`src/rtl/bin2bcd_seq.sv`:
```
// Sequential double-dabble binary-to-BCD converter, valid/ready on both sides.
// Optional leading-zero blanking output enabled by BIN2BCD_LZB_EN.
module bin2bcd_seq #(
    parameter int BIN_W  = 12,
    parameter int DIGITS = 4
) (
    input  logic                  clk,
    input  logic                  rst_n,
    input  logic                  in_valid,
    output logic                  in_ready,
    input  logic [BIN_W-1:0]      in_bin,
    output logic                  out_valid,
    input  logic                  out_ready,
    output logic [4*DIGITS-1:0]   out_bcd,
    output logic                  out_ovf
`ifdef BIN2BCD_LZB_EN
    ,
    output logic [DIGITS-1:0]     out_blank
`endif
);

    localparam int BW    = 4 * DIGITS;
    localparam int CNT_W = $clog2(BIN_W + 1);
    localparam int CW    = (BIN_W > 64) ? BIN_W : 64;

    function automatic logic [63:0] pow10m1(input int d);
        logic [63:0] p;
        p = 64'd1;
        for (int k = 0; k < d; k++) p = p * 64'd10;
        return p - 64'd1;
    endfunction

    localparam logic [CW-1:0] MAXV = CW'(pow10m1(DIGITS));

    typedef enum logic [1:0] {IDLE, SHIFT, DONE} state_t;

    state_t             r_state;
    logic [BIN_W-1:0]   r_bin;
    logic [BW-1:0]      r_bcd;
    logic [CNT_W-1:0]   r_cnt;
    logic               r_ovf;

    logic [BW-1:0]       w_adj;
    logic [BW+BIN_W-1:0] w_shift;
    logic [BW-1:0]       w_result;
    logic                w_ovf_in;

    always_comb begin
        w_adj = '0;
        for (int i = 0; i < DIGITS; i++) begin
            if (r_bcd[4*i +: 4] >= 4'd5)
                w_adj[4*i +: 4] = r_bcd[4*i +: 4] + 4'd3;
            else
                w_adj[4*i +: 4] = r_bcd[4*i +: 4];
        end
    end

    assign w_shift  = {w_adj, r_bin} << 1;
    assign w_result = r_ovf ? {DIGITS{4'h9}} : w_shift[BW+BIN_W-1:BIN_W];
    assign w_ovf_in = CW'(in_bin) > MAXV;
    assign in_ready = (r_state == IDLE);

`ifdef BIN2BCD_LZB_EN
    logic [DIGITS-1:0] w_blank;

    // A digit blanks only if it and every more significant digit are zero.
    always_comb begin
        logic v_zero;
        w_blank = '0;
        v_zero  = 1'b1;
        for (int i = DIGITS - 1; i >= 1; i--) begin
            v_zero     = v_zero & (w_result[4*i +: 4] == 4'd0);
            w_blank[i] = v_zero;
        end
    end
`endif

    always_ff @(posedge clk or negedge rst_n) begin
        if (!rst_n) begin
            r_state   <= IDLE;
            r_bin     <= '0;
            r_bcd     <= '0;
            r_cnt     <= '0;
            r_ovf     <= 1'b0;
            out_valid <= 1'b0;
            out_bcd   <= '0;
            out_ovf   <= 1'b0;
`ifdef BIN2BCD_LZB_EN
            out_blank <= '0;
`endif
        end else begin
            unique case (r_state)
                IDLE: begin
                    if (in_valid) begin
                        r_bin   <= in_bin;
                        r_bcd   <= '0;
                        r_cnt   <= CNT_W'(BIN_W);
                        r_ovf   <= w_ovf_in;
                        r_state <= SHIFT;
                    end
                end
                SHIFT: begin
                    r_bcd <= w_shift[BW+BIN_W-1:BIN_W];
                    r_bin <= w_shift[BIN_W-1:0];
                    r_cnt <= r_cnt - CNT_W'(1);
                    if (r_cnt == CNT_W'(1)) begin
                        r_state   <= DONE;
                        out_bcd   <= w_result;
                        out_ovf   <= r_ovf;
                        out_valid <= 1'b1;
`ifdef BIN2BCD_LZB_EN
                        out_blank <= w_blank;
`endif
                    end
                end
                DONE: begin
                    if (out_ready) begin
                        out_valid <= 1'b0;
                        r_state   <= IDLE;
                    end
                end
                default: r_state <= IDLE;
            endcase
        end
    end

endmodule

```
`config.mk`:
```
export PLATFORM = sky130hd
export DESIGN_NAME = bin2bcd_seq
export DESIGN_NICKNAME = d
export VERILOG_FILES = /design/src/rtl/bin2bcd_seq.sv
export SDC_FILE = /design/constraint.sdc
export NUM_CORES = 1
export LEC_CHECK = 0
export BUFFER_PORTS_ARGS = -buffer_cell sky130_fd_sc_hd__buf_2
export CORE_MARGIN = 4
export CORE_UTILIZATION = 25
export DETAILED_ROUTE_END_ITERATION = 16
export PLACE_DENSITY = 0.37
export SYNTH_ARGS = -nofsm -noshare
export SYNTH_HDL_FRONTEND = slang
export SYNTH_SLANG_ARGS = --single-unit
```
`constraint.sdc`:
```
create_clock -name clk -period 3.7 [get_ports clk]
set_input_delay 0.74 -clock clk [delete_from_list [all_inputs] [get_ports clk]]
set_output_delay 0.74 -clock clk [all_outputs]
set_load 0.01 [all_outputs]
```
==> run metrics <==
status=complete, no violations; routed len/inst=~14 um; Syn Nets=284; Post-Syn Instances=258; max_cap viols=0; Final Worst Setup Slack=1540 ps; critical path startpoint category=flip-flop; placed instance area=approximately 0.0028 sq mm; hold_ws=479 ps; Die X=around 110 um; layout net count=approximately 310; first-pass GRT wire length=9680 um; CTS Root Cell=clkbuf_8; vias=1869; Core Box Area=about 0.0099 sq mm; GP Congestion=0.680; clock transition at the registers of the reported paths=around 100 ps; clock sink count=~50; Synth Warn #=0; RSZ-0062 raised after global routing=false; Avg Inst Size Synth=between 9 and 10 sq um; post-synth top area share=0.501; IO buf count=33; synth unique cells=29; slew at the pin with the worst max-slew slack=826 ps; fmax=0.462 GHz; R2R cell count=3; synthesized area=0.00255 sq mm; initial core utilization=0.258; hold path depth=2; final period utilization=0.585; Worst slew margin=0.448; skew final=approximately 12 ps; Worst VDD drop=~220 uV; DRC=0; CTS tree=done; Clock Latency Late Sink=310 ps; Worst Hold Class=reg -> reg; post_cts resized=0; DRT iter0 DRCs=60; final slew viol count=0; antenna cell count=0; Crit Path Category=reg -> reg; initial antenna violation count=0; All-Layer GR Usage=0.105; TNS Setup=0 ps; pre-CTS WS=1470 ps; power consumption=2.50 mW; total congestion overflow=0; largest net degree at the start of global routing=52; CTS Buf Count=5; Hold Vio Cnt, Final=0; min cycle time layout=2160 ps; static leakage=1.33 nW; layout cells sized above 1=0.196; site row count=36; final WL=5760 um; worst path required time=3900 ps; Crit Path Max Fanout=30; CTS Hold Bufs=0; maximum root-to-sink buffer count=2; final instance area=0.00292 sq mm; die height=approximately 110 um; detailed-placement wirelength estimate=3730 um; vias in the first global route=1871; # Post-CTS Setup Buffers=0; Crit. End Element=flip-flop; DR pass1 iterations=4; Setup violations, final=0; number of H-tree levels=2; Critical Path AT=2370 ps; DRT antenna net count=0; Seq/Total Area, Yosys=0.501; I/O Pins=35; post-DR vias/cell=4.46; die area=0.0119 sq mm; post-synthesis register bit count=between 50 and 60; post-synth top area cell=dfrtp_1; dominant cells by area after synthesis=dfrtp_1, o21ai_0, a21oi_1; Pwr Density=858 mW/mm^2; Area growth, synth to finish=14.5%
-- layer usage --
layer / wire [um] / GRT usage / up-vias
li1: - / - / 942
met1: 2880 / 0.148 / 873
met2: 2500 / 0.156 / 47
met3: 308 / 0.0249 / 7
met4: 75 / 0.0397 / 0
met5: 0 / 0 / -
-- synth_stat cells (all sizes together) --
library cell / instances
nor3: 5
buf: 10
clkbuf: 5
inv: 11
xnor2: 4
ha: 10
nor2b: 15
o21ai: 45
a22oi: 10
mux2: 8
and3b: 1
conb: 1
nand2b: 6
a22o: 4
dfrtp: 51
nand3b: 2
nor2: 1
a21oi: 26
nor3b: 8
nand2: 30
nand3: 4
o21bai: 1
-- logic make-up (layout without fill, tap and decap cells) --
group | Yosys count | count (layout) | synth area share
AO/OA/AOI/OAI | 86 | 86 | 0.187
AND/OR/NAND/NOR | 72 | 72 | 0.156
flip-flops | 51 | 51 | 0.501
buffers and inverters | 26 | 54 | 0.0515
adder cells (fa/ha/maj) | 10 | 10 | 0.0491
multiplexers | 8 | 8 | 0.0412
XOR/XNOR | 4 | 4 | 0.0137
other | 1 | 1 | 0.00147
-- path summary, 6_finish.rpt --
kind,from,endpoint,slack (ps)
max,r_state[0],out_bcd[1],1540
min,out_bcd[14],out_bcd[14],480
max reg2reg,r_state[0],out_bcd[1],1540
min reg2reg,out_bcd[14],out_bcd[14],480
max in group asynchronous,rst_n,r_bcd[2],2680
min in group asynchronous,rst_n,r_bcd[10],540
-- critical path: stages (launching register included) --
cell     delay [ps]
dfrtp_1         760
nor2b_4         600
nand2_4         320
mux2_4          380
-- placed cells by master (no fill, tap or decap), types with 2 or more instances in the layout --
cell / n
nor2b_1: 14
nand2b_1: 6
nand3b_1: 2
a22o_2: 2
nand2_1: 29
buf_2: 33
o21ai_0: 45
inv_1: 11
xnor2_1: 4
clkbuf_8: 5
mux2_2: 4
a22oi_1: 10
a21oi_1: 26
mux2_4: 4
nor3b_1: 7
buf_4: 2
nand3_1: 4
a22o_1: 2
dfrtp_1: 51
nor3_1: 5
ha_1: 10
-- registers in the layout, summed over array words and instances, names as in the netlist --
signal     flops
r_cnt          4
r_bcd         16
r_bin         12
out_bcd       16
out_valid      1
r_state        2
-- area by class of cell --
| type | count | area, sq um |
|---|---|---|
| multi-input cells | 181 | 1140 |
| flip-flops and latches | 51 | 1280 |
| inverters | 11 | 41.3 |
| clock inverters | 3 | 43.8 |
| clock buffers | 5 | 68.8 |
| repair buffers | 35 | 180 |
| well taps | 133 | 166 |
| fillers | 1053 | 6950 |
-- through the flow --
step	std cells	util
after floorplan	258	-
after global placement	411	0.284
after detailed placement	411	0.284
after CTS	419	0.296
after global routing	419	0.296
final	419	0.296
-- report_power, final --
part	switching (mW)	internal [mW]	leakage [nW]
logic	0.581	0.488	0.622
registers	0.236	0.801	0.648
clock network	0.195	0.202	0.0581
total	1.01	1.49	1.33
Note: power is estimated with default switching activity, not from simulation.
